File: config.mk
export PLATFORM = sky130hd
export DESIGN_NAME = instr_encoder_flat
export DESIGN_NICKNAME = d
export VERILOG_FILES = /design/src/rtl/instr_encoder_if.sv /design/src/rtl/instr_encoder.sv /design/src/flat_wrapper.sv
export SDC_FILE = /design/constraint.sdc
export NUM_CORES = 1
export LEC_CHECK = 0
export BUFFER_PORTS_ARGS = -buffer_cell sky130_fd_sc_hd__buf_2
export CORE_MARGIN = 2
export CORE_UTILIZATION = 55
export DETAILED_ROUTE_END_ITERATION = 8
export GPL_TIMING_DRIVEN = 0
export PLACE_DENSITY = 0.79
export SYNTH_ARGS = -nofsm -noshare
export SYNTH_HDL_FRONTEND = slang
export SYNTH_SLANG_ARGS = --single-unit
File: constraint.sdc
create_clock -name clk -period 5.4 [get_ports clk]
set_input_delay 0.27 -clock clk [delete_from_list [all_inputs] [get_ports clk]]
set_output_delay 0.27 -clock clk [all_outputs]
set_load 0.01 [all_outputs]
File: src/rtl/instr_encoder_if.sv
// Request and instruction-memory bus for instr_encoder.
// slave: encoder side; master: requester / memory model side.
interface instr_encoder_if;
   logic        in_valid;
   logic        in_ready;
   logic [3:0]  kind;
   logic [4:0]  rs;
   logic [4:0]  rt;
   logic [4:0]  rd;
   logic [5:0]  funct;
   logic [15:0] imm;
   logic [25:0] target;
   logic        mem_we;
   logic [31:0] mem_addr;
   logic [31:0] mem_wd;
   logic        mem_ready;

   modport slave (
      input  in_valid,
      input  kind,
      input  rs,
      input  rt,
      input  rd,
      input  funct,
      input  imm,
      input  target,
      input  mem_ready,
      output in_ready,
      output mem_we,
      output mem_addr,
      output mem_wd
   );

   modport master (
      output in_valid,
      output kind,
      output rs,
      output rt,
      output rd,
      output funct,
      output imm,
      output target,
      output mem_ready,
      input  in_ready,
      input  mem_we,
      input  mem_addr,
      input  mem_wd
   );
endinterface

File: src/rtl/instr_encoder.sv
// MIPS-style instruction encoder feeding a 4-deep write FIFO
// that streams encoded words into instruction memory.
// Ports: clk, reset (sync, active-high); bus (instr_encoder_if.slave):
//   request in_valid/in_ready + fields, memory mem_we/mem_addr/mem_wd/
//   mem_ready; addr_set/base_addr load the write address;
//   err_illegal sticky flag; fifo_level occupancy 0-4.
// Option: define ENCODER_WCOUNT_EN to add word_count[15:0], a count
//   of completed writes cleared by addr_set.
module instr_encoder (
   input  logic             clk,
   input  logic             reset,
   instr_encoder_if.slave   bus,
   input  logic             addr_set,
   input  logic [31:0]      base_addr,
   output logic             err_illegal,
   output logic [2:0]       fifo_level
`ifdef ENCODER_WCOUNT_EN
   ,
   output logic [15:0]      word_count
`endif
);

   localparam logic [3:0] K_RTYPE = 4'd0;
   localparam logic [3:0] K_LW    = 4'd1;
   localparam logic [3:0] K_SW    = 4'd2;
   localparam logic [3:0] K_BEQ   = 4'd3;
   localparam logic [3:0] K_ADDI  = 4'd4;
   localparam logic [3:0] K_J     = 4'd5;
   localparam logic [3:0] K_BNE   = 4'd6;
   localparam logic [3:0] K_ORI   = 4'd7;
   localparam logic [3:0] K_ANDI  = 4'd8;
   localparam logic [3:0] K_SLTI  = 4'd9;

   localparam logic [5:0] OP_RTYPE = 6'b000000;
   localparam logic [5:0] OP_LW    = 6'b100011;
   localparam logic [5:0] OP_SW    = 6'b101011;
   localparam logic [5:0] OP_BEQ   = 6'b000100;
   localparam logic [5:0] OP_ADDI  = 6'b001000;
   localparam logic [5:0] OP_J     = 6'b000010;
   localparam logic [5:0] OP_BNE   = 6'b000101;
   localparam logic [5:0] OP_ORI   = 6'b001101;
   localparam logic [5:0] OP_ANDI  = 6'b001100;
   localparam logic [5:0] OP_SLTI  = 6'b001010;

   logic [31:0] enc_word;
   logic        enc_legal;

   logic [31:0] fifo_q [4];
   logic [1:0]  wr_ptr;
   logic [1:0]  rd_ptr;
   logic [2:0]  level_q;
   logic [31:0] addr_q;
   logic        err_q;

   logic        full;
   logic        empty;
   logic        accept;
   logic        push;
   logic        pop;
   logic [31:0] base_aligned;

   function automatic logic [31:0] itype(
      input logic [5:0]  op,
      input logic [4:0]  s,
      input logic [4:0]  t,
      input logic [15:0] im
   );
      return {op, s, t, im};
   endfunction

   always_comb begin
      enc_word  = 32'd0;
      enc_legal = 1'b1;
      case (bus.kind)
         K_RTYPE: enc_word = {OP_RTYPE, bus.rs, bus.rt,
                              bus.rd, 5'd0, bus.funct};
         K_LW:    enc_word = itype(OP_LW, bus.rs,
                                   bus.rt, bus.imm);
         K_SW:    enc_word = itype(OP_SW, bus.rs,
                                   bus.rt, bus.imm);
         K_BEQ:   enc_word = itype(OP_BEQ, bus.rs,
                                   bus.rt, bus.imm);
         K_ADDI:  enc_word = itype(OP_ADDI, bus.rs,
                                   bus.rt, bus.imm);
         K_J:     enc_word = {OP_J, bus.target};
         K_BNE:   enc_word = itype(OP_BNE, bus.rs,
                                   bus.rt, bus.imm);
         K_ORI:   enc_word = itype(OP_ORI, bus.rs,
                                   bus.rt, bus.imm);
         K_ANDI:  enc_word = itype(OP_ANDI, bus.rs,
                                   bus.rt, bus.imm);
         K_SLTI:  enc_word = itype(OP_SLTI, bus.rs,
                                   bus.rt, bus.imm);
         default: enc_legal = 1'b0;
      endcase
   end

   assign full  = (level_q == 3'd4);
   assign empty = (level_q == 3'd0);

   // in_ready depends only on registered fullness, so a pop in the
   // same cycle cannot reopen the input.
   assign bus.in_ready = !full && !reset;
   assign accept       = bus.in_valid && bus.in_ready;
   assign push         = accept && enc_legal;

   // Masking with reset keeps a queued word from looking written
   // in the cycle that discards it.
   assign bus.mem_we   = !empty && !reset;
   assign pop          = bus.mem_we && bus.mem_ready;

   assign bus.mem_wd   = fifo_q[rd_ptr];
   assign bus.mem_addr = addr_q;
   assign base_aligned = base_addr & 32'hFFFF_FFFC;
   assign err_illegal  = err_q;
   assign fifo_level   = level_q;

   always_ff @(posedge clk) begin
      if (push) begin
         fifo_q[wr_ptr] <= enc_word;
      end
   end

   always_ff @(posedge clk) begin
      if (reset) begin
         wr_ptr  <= 2'd0;
         rd_ptr  <= 2'd0;
         level_q <= 3'd0;
         addr_q  <= 32'd0;
         err_q   <= 1'b0;
      end else begin
         if (push) begin
            wr_ptr <= wr_ptr + 2'd1;
         end
         if (pop) begin
            rd_ptr <= rd_ptr + 2'd1;
         end
         case ({push, pop})
            2'b10:   level_q <= level_q + 3'd1;
            2'b01:   level_q <= level_q - 3'd1;
            default: level_q <= level_q;
         endcase
         // A load wins over the increment; the completing write
         // already used the old address on the bus.
         if (addr_set) begin
            addr_q <= base_aligned;
         end else if (pop) begin
            addr_q <= addr_q + 32'd4;
         end
         if (accept && !enc_legal) begin
            err_q <= 1'b1;
         end
      end
   end

`ifdef ENCODER_WCOUNT_EN
   logic [15:0] wcount_q;

   assign word_count = wcount_q;

   always_ff @(posedge clk) begin
      if (reset) begin
         wcount_q <= 16'd0;
      end else if (addr_set) begin
         wcount_q <= 16'd0;
      end else if (pop) begin
         wcount_q <= wcount_q + 16'd1;
      end
   end
`endif

endmodule

File: src/flat_wrapper.sv
// flat-port wrapper written by rule: the top's interface ports become plain ports
module instr_encoder_flat 
  (clk, reset, addr_set, base_addr, err_illegal, fifo_level, bus_in_valid, bus_kind, bus_rs, bus_rt, bus_rd, bus_funct, bus_imm, bus_target, bus_mem_ready, bus_in_ready, bus_mem_we, bus_mem_addr, bus_mem_wd);
  instr_encoder_if bus_i ();
  input  logic clk;
  input  logic reset;
  input  logic addr_set;
  input  logic [31:0] base_addr;
  output logic err_illegal;
  output logic [2:0] fifo_level;
  input wire logic [$bits(bus_i.in_valid)-1:0] bus_in_valid;
  input wire logic [$bits(bus_i.kind)-1:0] bus_kind;
  input wire logic [$bits(bus_i.rs)-1:0] bus_rs;
  input wire logic [$bits(bus_i.rt)-1:0] bus_rt;
  input wire logic [$bits(bus_i.rd)-1:0] bus_rd;
  input wire logic [$bits(bus_i.funct)-1:0] bus_funct;
  input wire logic [$bits(bus_i.imm)-1:0] bus_imm;
  input wire logic [$bits(bus_i.target)-1:0] bus_target;
  input wire logic [$bits(bus_i.mem_ready)-1:0] bus_mem_ready;
  output wire logic [$bits(bus_i.in_ready)-1:0] bus_in_ready;
  output wire logic [$bits(bus_i.mem_we)-1:0] bus_mem_we;
  output wire logic [$bits(bus_i.mem_addr)-1:0] bus_mem_addr;
  output wire logic [$bits(bus_i.mem_wd)-1:0] bus_mem_wd;
  assign bus_i.in_valid = bus_in_valid;
  assign bus_i.kind = bus_kind;
  assign bus_i.rs = bus_rs;
  assign bus_i.rt = bus_rt;
  assign bus_i.rd = bus_rd;
  assign bus_i.funct = bus_funct;
  assign bus_i.imm = bus_imm;
  assign bus_i.target = bus_target;
  assign bus_i.mem_ready = bus_mem_ready;
  assign bus_in_ready = bus_i.in_ready;
  assign bus_mem_we = bus_i.mem_we;
  assign bus_mem_addr = bus_i.mem_addr;
  assign bus_mem_wd = bus_i.mem_wd;
  instr_encoder u_core (.clk(clk), .reset(reset), .bus(bus_i), .addr_set(addr_set), .base_addr(base_addr), .err_illegal(err_illegal), .fifo_level(fifo_level));
endmodule
Yosys cells after proc, flatten, opt, wreduce, memory -nomap -nowiden
Memories as Yosys holds them, arrays and structs flattened. A register that Yosys moved wholly into a read port is not among the register bits. Cells that the tools add are included.

Logic and storage cells: 49. Input port bits: 104. Output and inout bits: 70. Flip-flop bits (word level): 40. Bits in writable memories: 128. Memories kept: 1.

Memories: u_core.fifo_q (depth 4, width 32, rd ports 1, clocked after Yosys merged registers in 1, write ports 1, RTL line instr_encoder.sv:48) `logic [31:0] fifo_q [4];`.

Multiplexer cells: 9. Add/sub/neg operators: 5. Reductions and logical operators: 16. Equal/unequal tests: 12.

Operators with widths (count): $pmux W32 S10 (1); $mux W32 (2); $add A32 B3 Y32 const B (1); $eq A4 B3 Y1 const B (4); $reduce_or A10 Y1 (1); $eq A4 B2 Y1 const B (2); $eq A4 B4 Y1 const B (2); $logic_and A1 B1 Y1 (6); $pmux W3 S2 (1); $add A2 B1 Y2 const B (2); $eq A4 B1 Y1 const B (1); $logic_not A1 Y1 (4); $logic_not A4 Y1 (1); $mux W2 (2); $reduce_bool A2 Y1 (2); $add A3 B1 Y3 const B (1); $eq A3 B3 Y1 const B (1); $logic_not A3 Y1 (1); $mux W1 (3); $sub A3 B1 Y3 const B (1); $eq A2 B1 Y1 const B (1); $eq A2 B2 Y1 const B (1); $reduce_or A2 Y1 (1).

Depth between registers and ports, before layout
Gate-level depths: netlist of the first run.

Depth in word-level cells: 7. Mapped depth: 9. Gate-level depth less buffers: 9.

Least setup slack after synthesis of the first run
Ideal clock, no wire load.

Path kind: register -> register. Start point: register u_core.level_q[0] (netlist: u_core.fifo_level[0]). End point: memory u_core.fifo_q[0][0], enable pin. Arrival time: 2042 ps. Slack: 2968 ps. Buffers on the path: 0. Period minus slack after synthesis: 2432 ps. Cell stages (with the launch flop): 4. Setup time: 391 ps. Data required time: 5009 ps. Cells stage by stage: dfxtp_1 nor2_1 a2111oi_2 and2_1.

Cells in the longest elaborated chain, start to end: 7.

RTL lines: start, declared (RTL line instr_encoder.sv:51) `logic [2:0] level_q;`; start signal, assigned (RTL line instr_encoder.sv:139) `2'b10: level_q <= level_q + 3'd1;`; start signal, assigned (RTL line instr_encoder.sv:140) `2'b01: level_q <= level_q - 3'd1;`; start signal, assigned (RTL line instr_encoder.sv:141) `default: level_q <= level_q;`; $eq A3 B3 Y1 (RTL line instr_encoder.sv:98) `assign full = (level_q == 3'd4);`; $logic_not A1 Y1 (RTL line instr_encoder.sv:103) `assign bus.in_ready = !full && !reset;`; $logic_and A1 B1 Y1 (RTL line instr_encoder.sv:103); $logic_and A1 B1 Y1 (RTL line instr_encoder.sv:104) `assign accept = bus.in_valid && bus.in_ready;`; $logic_and A1 B1 Y1 (RTL line instr_encoder.sv:105) `assign push = accept && enc_legal;`; $mux W1 (RTL line instr_encoder.sv:119) `if (push) begin`; $mux W1 (not written as such) (RTL line instr_encoder.sv:120) `fifo_q[wr_ptr] <= enc_word;`; end, declared (RTL line instr_encoder.sv:48).

Every way passes these cells.

==> metrics, run 1 <==
Top Ports 174; TNS Setup 0 ns; RSZ-0062 raised after global routing no; Worst Tran Pin Value about 1.0 ns; fin crit share 48.0%; die area about 14000 um^2; Worst path max stage delay approximately 0.68 ns; Tmin final 2.59 ns; unique cell type count in the Yosys netlist 55; Die Ht between 100 and 150 um; pre-CTS setup slack roughly 2.7 ns; # rows 42; Die X 119 um; Antenna diodes 0; main area contributors after synthesis edfxtp_1 51%, dfxtp_1 11%, mux4_2 9.5%; most common cell after layout, fill and taps aside buf_2; Syn Area/Cell between 10 and 15 um^2; starting DRC count in detailed routing 410; Setup CP Type flop to primary output; Ys Warns 0; Worst Hold Launch base_addr[29]; cts bufs inserted 17; Post-CTS Setup Inserts 0; post-CTS sizing 0; port bufs about 170; clock buffer depth 2; Skew-Pair Late Insertion Delay 0.43 ns; Pre-antenna DRT Iters 5; status finished, final reports clean; Synth Register Bits approximately 160; initial antenna violation count 0; Total Wirelength about 17 mm; Clk pwr share 42.7%; CORE AREA approximately 13000 um^2; clock sink count approximately 160; via count between 5000 and 6000; Synth area leader edfxtp_1; Synth async-reset ratio 0%; Vias/cell 5.90; Critical Path AT between 2 and 2.5 ns; fmax 386 MHz; largest net degree at the start of global routing 32; Switching Fraction between 20% and 30%; RR Startpoint u_core.fifo_level[0]$_SDFFE_PP0P_; final hold vios 0; Top FF cell, synth edfxtp_1; Gate power share under 10%; all-layer global routing usage between 20% and 30%; CTS tree done; worst-path cell with the longest stage delay buf_1; Int Pwr 2310 uW; switching power between 600 and 700 uW; top-area cell type share of the netlist area 50.9%; Pleak roughly 0.0033 uW; Final setup viols 0; Worst Path Buf+Inv 2; Hold Crit Class input pin to flop; Worst VDD drop about 200 uV; layout cells sized above 1 32.6%; most frequent cells in the layout 167 x buf_2, 124 x edfxtp_1, 44 x nor2_1; initial core utilization a little under three fifths; Worst EP required approximately 5.1 ns; Hold Buf Count CTS 0; final setup margin 2.81 ns; worst path cell trace buf_1 -> mux4_2 -> buf_2; global-route wire length before repair 27.1 mm; Worst Skew just over 0.008 ns; Max Cap Viol 0; Flop pwr share between 40% and 50%; CP top delay family buffers and inverters; Nets approximately 840; Syn-to-layout area delta 23.1%; Final Wtd Congestion 0.919; Seq/Total Area, Yosys 61.8%; Syn Std Cell Area 7320 um^2; crit path max fanout 10; pwr dens 331 nW/um^2; Worst Setup Start Kind flop; Worst slew margin about a third; Final Max Tran Viols 0; crit path capture type primary output; Clock Tree Root clkbuf_16; Cells after Synth between 500 and 600; Post-DRT Antenna Nets 0; WL/cell around 19 um; # DRC 0; grt ovf 0; Clock transition at path regs 0.06 ns; CTS H-tree depth 4; DP HPWL 11.6 mm; vias in the first global route 5424; EDFF count, synth 124
## worst reg2reg max path: cells and delay by family, from the launching register on
kind             cells  cell delay, ns
AO/OA/AOI/OAI        1            0.77
AND/OR/NAND/NOR      2            0.97
flip-flops           1            0.43
## registers in the layout, indices dropped and copies added, names as in the netlist, named ones only
| register | cells |
|---|---|
| u_core.bus.mem_addr | 30 |
| u_core.err_illegal | 1 |
| u_core.fifo_level | 3 |
| u_core.fifo_q | 124 |
| u_core.rd_ptr | 2 |
| u_core.wr_ptr | 2 |
## power groups by stage
stage / clock [uW] / sequential (uW) / combinational, uW
final: 1270 / 1430 / 277
after global routing: 1330 / 1440 / 303
after CTS: 1290 / 1430 / 278
after detailed placement: 0 / 1460 / 276
after global placement: 0 / 1450 / 268
after floorplan: 0 / 1460 / 154
## Yosys cell counts (6+ instances only)
| cell type | number |
|---|---|
| nand4_1 | 13 |
| and3_1 | 8 |
| nor2_1 | 44 |
| nand2_1 | 15 |
| ha_1 | 6 |
| a211oi_1 | 10 |
| inv_1 | 26 |
| a22oi_1 | 12 |
| edfxtp_1 | 124 |
| nand3_1 | 12 |
| xnor2_1 | 10 |
| a22o_1 | 17 |
| clkbuf_1 | 25 |
| buf_1 | 8 |
| nor2b_1 | 9 |
| dfxtp_1 | 40 |
| and2_1 | 6 |
| mux4_2 | 31 |
| nor3_1 | 9 |
| o21ai_0 | 24 |
| a311oi_1 | 12 |
## logic make-up after synthesis
logic type | after synthesis | share of synthesized area (%)
flip-flops | 164 | 61.8
AND/OR/NAND/NOR | 147 | 10.9
AO/OA/AOI/OAI | 106 | 10.9
buffers and inverters | 64 | 3.45
multiplexers | 33 | 9.81
XOR/XNOR | 15 | 1.79
adder cells (fa/ha/maj) | 7 | 1.30
other | 1 | 0.0512
## metal layers
metal  vias up  global-route usage, %  wire length, um
met2       277                   42.4             8530
met5         -                      0                0
met3        19                   6.32             1320
met1      2609                   31.5             7220
met4         0                   9.56              261
li1       2483                      -                -
## worst paths after layout
path	to	slack, ns	cells past startpoint
setup / recovery	bus_mem_wd[19]	2.81	3
hold / removal	u_core.bus.mem_addr[29]$_SDFFE_PP0P_	0.06	3
setup reg to reg	u_core.fifo_q[2][22]$_DFFE_PP_	2.85	3
hold reg to reg	u_core.err_illegal$_SDFFE_PP0P_	0.48	2
## stage by stage
stage	total power, uW	instances	hold slack, ns	utilization [%]	area [um^2]
floorplan	1610	539	0.392	-	7330
global placement	1720	881	0.449	63.8	8380
detailed placement	1730	881	0.461	63.8	8390
CTS	3000	913	0.0369	68.6	9010
global route	3070	913	0.0846	68.6	9010
finish	2980	913	0.0555	68.6	9010
## layout make-up
class / count / area, um^2
flip-flops and latches: 164 / 4520
fillers: 974 / 4130
multi-input cells: 311 / 2560
repair buffers: 166 / 831
clock buffers: 21 / 450
well taps: 176 / 220
clock inverters: 11 / 174
plain buffers: 37 / 151
inverters: 27 / 101
Power figures use the tool's default switching activity.
==> run 2, diff against run 1 <==
Settings changed: CORE_UTILIZATION 55 to 54, PLACE_DENSITY 0.79 to 0.77.
Clock period 5.4 ns to 2.4 ns, I/O delays scaled along.
==> metrics, run 2 (synthesis gave the netlist of run 1 again) <==
status finished, final reports clean; Worst EP required 2.72 ns (-2.41 ns); Nets 860 (+3.0%); all-layer global routing usage 25.8% (+0.68 points); clock sink count 164 (unchanged); RSZ-0062 raised after global routing no; worst-path cell with the longest stage delay or3_1; Die Ht 120 um (+0.89%); CTS H-tree depth 4 (unchanged); Total Wirelength 18.2 mm (+4.9%); Top Ports 174 (unchanged); # DRC 0 (unchanged); die area 14500 um^2 (+1.8%); Tmin final around 2.3 ns; DP HPWL 11.7 mm (+0.88%); Worst Path Buf+Inv 1 (-1); final hold vios 0 (unchanged); Syn-to-layout area delta 26.5%; TNS Setup 0 ns (unchanged); Multi-input gate area 2570 um^2 (+0.64%); worst path cell trace and3_1 -> clkbuf_1 -> nand4_1 -> or3_1 -> a311oi_1; cts bufs inserted 17 (unchanged); largest net degree at the start of global routing 32 (unchanged); Worst Skew 0.0132 ns (+0.00516 ns); pwr dens 706 nW/um^2 (+110%); Final setup viols 0 (unchanged); clock buffer depth 2 (unchanged); Worst Tran Pin Value 0.994 ns (-0.0115 ns); most frequent cells in the layout 167 x buf_2, 124 x edfxtp_1, 44 x nor2_1; vias in the first global route 5656 (+4.3%); WL/cell 19.4 um (+2.2%); crit path max fanout 10 (unchanged); Skew-Pair Late Insertion Delay 0.43 ns (about the same); Biggest register u_core.fifo_q; Worst path max stage delay 0.45 ns (-0.23 ns); Max Cap Viol 0 (unchanged); fmax ~440 MHz; Critical Path AT 2.60 ns (+0.28 ns); initial antenna violation count 0 (unchanged); Pleak 0.00341 uW (+2.8%); FF+latch area 4530 um^2 (about the same); Largest register FFs 124 (unchanged); Final Wtd Congestion 0.904 (-1.7%); crit path capture type flop; Die X 120 um (+0.89%); layout cells sized above 1 33.0% (+0.42 points); most common cell after layout, fill and taps aside buf_2; grt ovf 0 (unchanged); Fill cells 952 (-2.3%); Clock transition at path regs 0.07 ns (about the same); Final Max Tran Viols 0 (unchanged); Antenna diodes 0 (unchanged); CORE AREA 13200 um^2 (+0.80%); starting DRC count in detailed routing 522 (+27%); via count 5565 (+3.3%); Worst VDD drop 407 uV (+100%); initial core utilization 55.3% (-0.44 points); # rows 42 (unchanged); fin crit share between 90 and 100%; CTS tree done; Worst Setup Start Kind flop; Worst slew margin 33.7% (+0.77 points); global-route wire length before repair 28.5 mm (+5.1%); Setup CP Type flop to flop; Vias/cell 5.94 (+0.64%); CP top delay family simple AND/OR/NAND/NOR gates; Hold Crit Class input pin to flop; Tot Pwr 6530 uW (+120%); port bufs 166 (unchanged); Post-DRT Antenna Nets 0 (unchanged); Clock Tree Root clkbuf_16; worst reg-to-reg setup slack 0.12 ns (-2.73 ns); Pre-antenna DRT Iters 6 (+1)
-- run 2: worst register-to-register path, cell delays in order, from the launching register on --
cell	delay (ns)
dfxtp_1	0.44
and3_1	0.22
clkbuf_1	0.37
nand4_1	0.37
or3_1	0.45
a311oi_1	0.33
-- run 2: layout make-up --
class | count | area share (%)
clock inverter | 14 | 1.69
tap | 176 | 2.38
sequential | 164 | 48.9
clock buffer | 17 | 4.59
buffer | 36 | 1.86
inverter | 27 | 1.09
timing repair buffer | 192 | 11.7
multi-input combinational | 311 | 27.8
-- run 2: what timing repair did --
action | in CTS | in global routing
hold endpoints to repair | 23 | 0
resized for setup | 9 | 6
hold buffers | 23 | 0
pin swaps | 0 | 1
setup endpoints to repair | 156 | 105
setup buffers | 0 | 3
-- run 2: through the flow --
stage | setup WS, ns | hold slack [ns] | cell area, um^2 | utilization (%) | instances
final | 0.118 | 0.0306 | 9260 | 69.9 | 937
after global routing | 0.0196 | 0.0250 | 9260 | 69.9 | 937
after CTS | 0.0366 | 0.00205 | 9230 | 69.7 | 934
after detailed placement | -0.208 | 0.348 | 8390 | 63.3 | 881
after global placement | -0.124 | 0.339 | 8390 | 63.3 | 881
after floorplan | 0.160 | 0.242 | 7330 | - | 539
-- run 2: path summary, 6_finish.rpt --
kind,start,to,cells after the start
min,base_addr[6],u_core.bus.mem_addr[6]$_SDFFE_PP0P_,3
min reg2reg,u_core.err_illegal$_SDFFE_PP0P_,u_core.err_illegal$_SDFFE_PP0P_,2
max reg2reg,u_core.bus.mem_addr[13]$_SDFFE_PP0P_,u_core.bus.mem_addr[23]$_SDFFE_PP0P_,5
max,u_core.bus.mem_addr[13]$_SDFFE_PP0P_,u_core.bus.mem_addr[23]$_SDFFE_PP0P_,5
-- run 2: where the power goes --
part           switching [uW]  internal [uW]
sequential               71.5           3150
clock                    1110           1530
combinational             361            308
total                    1540           4990
-- run 2: layer usage --
metal,GRT usage (%),part of all wire (%),up-vias
li1,-,-,2528
met1,31.6,40,2690
met2,44.4,50,311
met3,6.42,7.8,36
met4,9.74,2.3,0
met5,0,0,-
